--- config.mk ---
export PLATFORM = sky130hd
export DESIGN_NAME = mem_bus_arbiter_flat
export DESIGN_NICKNAME = d
export VERILOG_FILES = /design/src/rtl/mem_bus_arbiter_if.sv /design/src/rtl/mem_bus_arbiter.sv /design/src/flat_wrapper.sv
export SDC_FILE = /design/constraint.sdc
export NUM_CORES = 1
export LEC_CHECK = 0
export ABC_AREA = 1
export BUFFER_PORTS_ARGS = -buffer_cell sky130_fd_sc_hd__buf_2
export CAP_MARGIN = 20
export CORE_ASPECT_RATIO = 1.4
export CORE_UTILIZATION = 40
export DETAILED_ROUTE_END_ITERATION = 8
export GPL_TIMING_DRIVEN = 0
export HOLD_SLACK_MARGIN = 0.12
export PLACE_DENSITY = 0.8
export SYNTH_ARGS = -nofsm -noshare
export SYNTH_HDL_FRONTEND = slang
export SYNTH_SLANG_ARGS = --single-unit
--- constraint.sdc ---
create_clock -name Clk_i -period 3.4 [get_ports Clk_i]
set_input_delay 0.17 -clock Clk_i [delete_from_list [all_inputs] [get_ports Clk_i]]
set_output_delay 0.17 -clock Clk_i [all_outputs]
set_load 0.02 [all_outputs]
--- src/rtl/mem_bus_arbiter_if.sv ---
`default_nettype none
// ----------------------------------------------------------------------------
// mem_bus_arbiter_if : D-cache / I-cache / SDRAM-controller bus bundle
// Revision 1.0
// ----------------------------------------------------------------------------
interface mem_bus_arbiter_if #(
    parameter int ADDR_W = 32
);
    logic              DStrobe;
    logic              DMRW;
    logic [ADDR_W-1:0] DMAddress;
    logic              DGrant;
    logic              DSDR_TxD;
    logic              DSDR_RxD;

    logic              IStrobe;
    logic [ADDR_W-1:0] IMAddress;
    logic              IGrant;
    logic              ISDR_RxD;

    logic              SdrReq;
    logic              SdrWrite;
    logic [ADDR_W-1:0] SdrAddr;
    logic              SdrAck;
    logic              SdrRdValid;
    logic              SdrWrNext;

    logic              Busy;

    // Arbiter side
    modport slave (
        input  DStrobe, DMRW, DMAddress, IStrobe, IMAddress,
        input  SdrAck, SdrRdValid, SdrWrNext,
        output DGrant, DSDR_TxD, DSDR_RxD, IGrant, ISDR_RxD,
        output SdrReq, SdrWrite, SdrAddr, Busy
    );

    // Caches plus SDRAM controller side
    modport master (
        output DStrobe, DMRW, DMAddress, IStrobe, IMAddress,
        output SdrAck, SdrRdValid, SdrWrNext,
        input  DGrant, DSDR_TxD, DSDR_RxD, IGrant, ISDR_RxD,
        input  SdrReq, SdrWrite, SdrAddr, Busy
    );
endinterface
`default_nettype wire

--- src/rtl/mem_bus_arbiter.sv ---
`default_nettype none
// ----------------------------------------------------------------------------
// mem_bus_arbiter : round-robin D/I cache arbiter for burst SDRAM transfers
// Revision 1.0
// ----------------------------------------------------------------------------
module mem_bus_arbiter #(
    parameter int BURST_LEN = 4,
    parameter int ADDR_W    = 32
) (
    input  logic            Clk_i,
    input  logic            Reset_i,
    mem_bus_arbiter_if.slave bus
);

    localparam int C_LOW_W = $clog2(BURST_LEN);
    localparam int C_CNT_W = C_LOW_W + 1;
    localparam logic [C_CNT_W-1:0] C_LAST_BEAT  = C_CNT_W'(BURST_LEN - 1);
    localparam logic [ADDR_W-1:0]  C_ALIGN_MASK = ~(ADDR_W'(BURST_LEN - 1));

    typedef enum logic [1:0] {
        S_IDLE    = 2'd0,
        S_CMD     = 2'd1,
        S_XFER    = 2'd2,
        S_RELEASE = 2'd3
    } state_t;

    state_t              state_q,  state_d;
    logic                own_d_q,  own_d_d;   // 1: D-cache owns the bus
    logic                rd_q,     rd_d;
    logic                wr_q,     wr_d;
    logic [ADDR_W-1:0]   addr_q,   addr_d;
    logic [C_CNT_W-1:0]  cnt_q,    cnt_d;
    logic                last_i_q, last_i_d;  // 1: I-cache was last owner

    logic                w_pick_d;
    logic                w_beat;
    logic                w_owner_strobe;
    logic                w_xfer;
    logic                w_active;

    always_ff @(posedge Clk_i or posedge Reset_i) begin
        if (Reset_i) begin
            state_q  <= S_IDLE;
            own_d_q  <= 1'b0;
            rd_q     <= 1'b0;
            wr_q     <= 1'b0;
            addr_q   <= '0;
            cnt_q    <= '0;
            last_i_q <= 1'b1;
        end else begin
            state_q  <= state_d;
            own_d_q  <= own_d_d;
            rd_q     <= rd_d;
            wr_q     <= wr_d;
            addr_q   <= addr_d;
            cnt_q    <= cnt_d;
            last_i_q <= last_i_d;
        end
    end

    always_comb begin
        state_d        = state_q;
        own_d_d        = own_d_q;
        rd_d           = rd_q;
        wr_d           = wr_q;
        addr_d         = addr_q;
        cnt_d          = cnt_q;
        last_i_d       = last_i_q;
        // Contention goes to D unless D held the bus last
        w_pick_d       = bus.DStrobe && (!bus.IStrobe || last_i_q);
        w_beat         = rd_q ? bus.SdrRdValid : bus.SdrWrNext;
        w_owner_strobe = own_d_q ? bus.DStrobe : bus.IStrobe;

        unique case (state_q)
            S_IDLE: begin
                if (bus.DStrobe || bus.IStrobe) begin
                    own_d_d = w_pick_d;
                    rd_d    = w_pick_d ? bus.DMRW : 1'b1;
                    wr_d    = w_pick_d & ~bus.DMRW;
                    addr_d  = (w_pick_d ? bus.DMAddress : bus.IMAddress) & C_ALIGN_MASK;
                    cnt_d   = '0;
                    state_d = S_CMD;
                end
            end
            S_CMD: begin
                if (bus.SdrAck) begin
                    cnt_d   = '0;
                    state_d = S_XFER;
                end
            end
            S_XFER: begin
                if (w_beat) begin
                    cnt_d = cnt_q + C_CNT_W'(1);
                    if (cnt_q == C_LAST_BEAT) begin
                        state_d = S_RELEASE;
                    end
                end
            end
            S_RELEASE: begin
                last_i_d = ~own_d_q;
                // Wait for the owner to retire its strobe so it is not re-granted
                if (!w_owner_strobe) begin
                    state_d = S_IDLE;
                end
            end
            default: begin
                state_d = S_IDLE;
            end
        endcase
    end

    assign w_xfer   = (state_q == S_XFER);
    assign w_active = (state_q == S_CMD) || w_xfer;

    assign bus.DGrant   = w_active & own_d_q;
    assign bus.IGrant   = w_active & ~own_d_q;
    assign bus.SdrReq   = (state_q == S_CMD);
    assign bus.SdrWrite = wr_q;
    assign bus.SdrAddr  = addr_q;
    assign bus.Busy     = (state_q != S_IDLE);

    assign bus.DSDR_RxD = w_xfer & own_d_q & rd_q & bus.SdrRdValid;
    assign bus.DSDR_TxD = w_xfer & own_d_q & ~rd_q & bus.SdrWrNext;
    assign bus.ISDR_RxD = w_xfer & ~own_d_q & bus.SdrRdValid;

endmodule
`default_nettype wire

--- src/flat_wrapper.sv ---
// flat-port wrapper written by rule: the top's interface ports become plain ports
module mem_bus_arbiter_flat 
#(
    parameter int BURST_LEN = 4,
    parameter int ADDR_W    = 32
)
  (Clk_i, Reset_i, bus_DStrobe, bus_DMRW, bus_DMAddress, bus_IStrobe, bus_IMAddress, bus_SdrAck, bus_SdrRdValid, bus_SdrWrNext, bus_DGrant, bus_DSDR_TxD, bus_DSDR_RxD, bus_IGrant, bus_ISDR_RxD, bus_SdrReq, bus_SdrWrite, bus_SdrAddr, bus_Busy);
  mem_bus_arbiter_if #(.ADDR_W(ADDR_W)) bus_i ();
  input  logic Clk_i;
  input  logic Reset_i;
  input wire logic [$bits(bus_i.DStrobe)-1:0] bus_DStrobe;
  input wire logic [$bits(bus_i.DMRW)-1:0] bus_DMRW;
  input wire logic [$bits(bus_i.DMAddress)-1:0] bus_DMAddress;
  input wire logic [$bits(bus_i.IStrobe)-1:0] bus_IStrobe;
  input wire logic [$bits(bus_i.IMAddress)-1:0] bus_IMAddress;
  input wire logic [$bits(bus_i.SdrAck)-1:0] bus_SdrAck;
  input wire logic [$bits(bus_i.SdrRdValid)-1:0] bus_SdrRdValid;
  input wire logic [$bits(bus_i.SdrWrNext)-1:0] bus_SdrWrNext;
  output wire logic [$bits(bus_i.DGrant)-1:0] bus_DGrant;
  output wire logic [$bits(bus_i.DSDR_TxD)-1:0] bus_DSDR_TxD;
  output wire logic [$bits(bus_i.DSDR_RxD)-1:0] bus_DSDR_RxD;
  output wire logic [$bits(bus_i.IGrant)-1:0] bus_IGrant;
  output wire logic [$bits(bus_i.ISDR_RxD)-1:0] bus_ISDR_RxD;
  output wire logic [$bits(bus_i.SdrReq)-1:0] bus_SdrReq;
  output wire logic [$bits(bus_i.SdrWrite)-1:0] bus_SdrWrite;
  output wire logic [$bits(bus_i.SdrAddr)-1:0] bus_SdrAddr;
  output wire logic [$bits(bus_i.Busy)-1:0] bus_Busy;
  assign bus_i.DStrobe = bus_DStrobe;
  assign bus_i.DMRW = bus_DMRW;
  assign bus_i.DMAddress = bus_DMAddress;
  assign bus_i.IStrobe = bus_IStrobe;
  assign bus_i.IMAddress = bus_IMAddress;
  assign bus_i.SdrAck = bus_SdrAck;
  assign bus_i.SdrRdValid = bus_SdrRdValid;
  assign bus_i.SdrWrNext = bus_SdrWrNext;
  assign bus_DGrant = bus_i.DGrant;
  assign bus_DSDR_TxD = bus_i.DSDR_TxD;
  assign bus_DSDR_RxD = bus_i.DSDR_RxD;
  assign bus_IGrant = bus_i.IGrant;
  assign bus_ISDR_RxD = bus_i.ISDR_RxD;
  assign bus_SdrReq = bus_i.SdrReq;
  assign bus_SdrWrite = bus_i.SdrWrite;
  assign bus_SdrAddr = bus_i.SdrAddr;
  assign bus_Busy = bus_i.Busy;
  mem_bus_arbiter #(.BURST_LEN(BURST_LEN), .ADDR_W(ADDR_W)) u_core (.Clk_i(Clk_i), .Reset_i(Reset_i), .bus(bus_i));
endmodule
==> results by group <==
CTS
  – CTS root buf: clkbuf_8
  – Num CTS Buffers: 5
  – Clock Latency Late Sink: between 0.2 and 0.3 ns
  – # hold bufs at CTS: 9
  – Clock sinks: 39
  – CTS tree: built
  – H-tree Lvls: 2
  – Post-CTS Setup Repair Bufs: 0
  – Reg clk slew, reported paths: 0.07 ns
  – CTS Buffer Depth: 2
  – Resized Gates After CTS: 0

STA
  – Max Freq: roughly 620 MHz
  – Fin crit period: between 1.5 and 2 ns
  – Endpoints failing hold: 0
  – Slew at the pin with the worst max-slew slack: 0.813 ns
  – Setup Skew: ~0.0043 ns
  – Setup_tns: 0 ns
  – Tcrit/Tclk final: 0.475
  – Max Slew Vio Count: 0
  – Slew HR: 0.457
  – Final setup viols: 0
  – WHS: between 0.1 and 0.15 ns
  – RSZ-0062 raised after global routing: false

Drt
  – Met3 wire length: 234 um
  – DR iter-0 viols: 57
  – DRC Markers: 0
  – Overall routed net length: 4.99 mm
  – Antenna Nets Post-Route: 0
  – Routed vias/inst: between 4 and 5
  – Met1 WL: 2.11 mm
  – Uppermost layer routed: met4
  – Via count: about 2100
  – First-pass DRT Iterations: 4
  – Post-DR wirelength/cell: about 11 um
  – Met2 wire len: roughly 2.6 mm

Worst setup path
  – Worst Path Required: 3.23 ns
  – Critical path class: reg -> out
  – CP startpoint: u_core.state_q[0]
  – Crit path to: bus_DSDR_TxD
  – Crit Path Max Fanout: 6
  – R2R depth: 7
  – RR Endpoint: u_core.bus.SdrAddr[4]
  – Startpoint types: register
  – Critical path endpoint category: output pin
  – R2R setup slack: 1.93 ns
  – R2R Path Start: u_core.state_q[0]
  – CP Data Arrival Time: around 1.4 ns

Global routing
  – Number of global-route vias before repair: 1934
  – Total GRT Usage: 0.191
  – Initial antenna violation count: 0
  – Pin count of the biggest net entering global routing: 40
  – Overflow after GRT: 0
  – First-pass GRT wire length: between 8 and 9 mm

Pwr
  – Pwr Density: between 800 and 900 nW/um^2
  – Largest vdd supply drop: slightly below 0.4 mV
  – Leak pwr: roughly 1.5 nW

Finish
  – Fin cells: between 400 and 500
  – Fin util: 0.578
  – Ant. Diodes: 0
  – Area grow syn2layout: 38.7%
  – Final Cell Area: between 2000 and 3000 um^2
  – Share of cells above drive strength 1: 0.380
  – Fill cells: approximately 470
  – Final #Nets: about 450

Floorplan
  – Core area: 4880 um^2
  – Starting Density: 0.416
  – Die H: 86.3 um
  – Io pins: roughly 110
  – Chip width: just over 60 um
  – Floorplan row count: 30
  – DIE AREA: between 5000 and 6000 um^2

Synth
  – Synthesized instance count: 249
  – Avg Cell Area, Syn: approximately 8 um^2
  – Multiplexer area fraction after synthesis: 0
  – Synth unique cells: 20
  – Main combinational cell family by area after synthesis: simple AND/OR/NAND/NOR gates
  – Synth Area in XOR/XNOR: 0
  – Post-synthesis sequential area ratio: 0.481
  – Post-synthesis simple-gate area fraction: 0.196
  – Compound-Gate Fraction of Synth Area: 0.192
  – Synth Register Bits: 39
  – Yosys warning count: 0
  – Cell Area, Synth: 2030 um^2
  – Adder-Cell Fraction of Synth Area: 0.0369

Place
  – # port buffers: ~110
  – Placed cell count: approximately 420
  – Routability cong.: between 0.7 and 0.8
  – DPL Wire Length: 3.66 mm
  – Dpl cell area: between 2000 and 3000 um^2

Worst hold path
  – Hold Path Class: in -> reg

Status
  – Status: complete, no violations

Job
  – Max-cap violations: 0
==> report_power, final <==
group	switching, W	total, W	internal [W]
Sequential	0.000121	0.000814	0.000693
Combinational	0.000855	0.00134	0.000484
Clock	0.000151	0.000310	0.000159
==> logic make-up after synthesis <==
family	count (synthesis)
flip-flops	39
AND/OR/NAND/NOR	102
other	1
AO/OA/AOI/OAI	69
buffers and inverters	32
adder cells (fa/ha/maj)	6
==> stage by stage <==
stage	setup slack [ns]	total power [W]
floorplan	2.11	0.00175
global placement	1.80	0.00213
detailed placement	1.91	0.00217
CTS	1.76	0.00249
global route	1.63	0.00267
finish	1.79	0.00246
==> area by class of cell <==
class	count	area (um^2)	area share
inverters	18	67.6	0.0240
flip-flops and latches	39	977	0.347
plain buffers	14	120	0.0426
clock inverters	1	5.00	0.00178
multi-input cells	179	871	0.309
repair buffers	114	616	0.218
clock buffers	6	82.6	0.0293
well taps	64	80.1	0.0284
==> worst max-delay path, cell delays in order, from the launching register on <==
cell and delay [ns]:
dfrtp_1 0.42, inv_1 0.09, ha_1 0.28, nand2_1 0.10, nor2_1 0.11, buf_2 0.16
==> placed cells by master, fill, tap and decap left out, types with 4 or more instances in the layout <==
master and count:
clkbuf_8 6, dlygate4sd3_1 9, nor2_1 39, ha_1 6, buf_6 6, nand3_1 5, a21oi_1 57, buf_2 108
inv_2 4, dfrtp_1 38, a21oi_2 6, nand2_1 55, inv_1 14
==> cell usage after synthesis <==
cell type / number / area (um^2)
nor2_1: 39 / 146
buf_4: 2 / 15.0
inv_1: 15 / 56.3
a21oi_1: 57 / 285
clkbuf_4: 3 / 22.5
buf_2: 3 / 15.0
inv_2: 3 / 11.3
o21ai_0: 3 / 15.0
conb_1: 1 / 3.75
dfrtp_1: 38 / 951
o21ai_1: 1 / 5.00
nand2_2: 2 / 12.5
a21oi_2: 6 / 52.6
nand3_1: 5 / 25.0
o21ai_4: 2 / 32.5
dfstp_2: 1 / 26.3
nand3b_1: 1 / 7.51
buf_6: 6 / 67.6
nand2_1: 55 / 206
ha_1: 6 / 75.1
==> worst min path at each step <==
stage | from | to | slack (ns) | cells after the start
after floorplan | bus_DMRW | u_core.bus.SdrWrite | 0.28 | 1
after CTS | bus_DMAddress[3] | u_core.bus.SdrAddr[3] | 0.12 | 3
after global placement | bus_DMRW | u_core.bus.SdrWrite | 0.38 | 2
after detailed placement | Reset_i | u_core.cnt_q[2] | 0.38 | 2
final | bus_DMAddress[3] | u_core.bus.SdrAddr[3] | 0.13 | 3
after global routing | bus_DMAddress[29] | u_core.bus.SdrAddr[29] | 0.12 | 3
==> state kept, by name, summed over array words and instances (netlist names) <==
register,flops
u_core.bus.SdrAddr,30
u_core.bus.SdrWrite,1
u_core.cnt_q,3
u_core.last_i_q,1
u_core.own_d_q,1
u_core.rd_q,1
u_core.state_q,2
==> layer usage <==
metal / vias up / global-route usage
met5: - / 0
met4: 0 / 0.0803
met3: 8 / 0.0395
met2: 70 / 0.342
met1: 933 / 0.222
li1: 1044 / -
No activity file was read; power rests on OpenSTA's default activity.
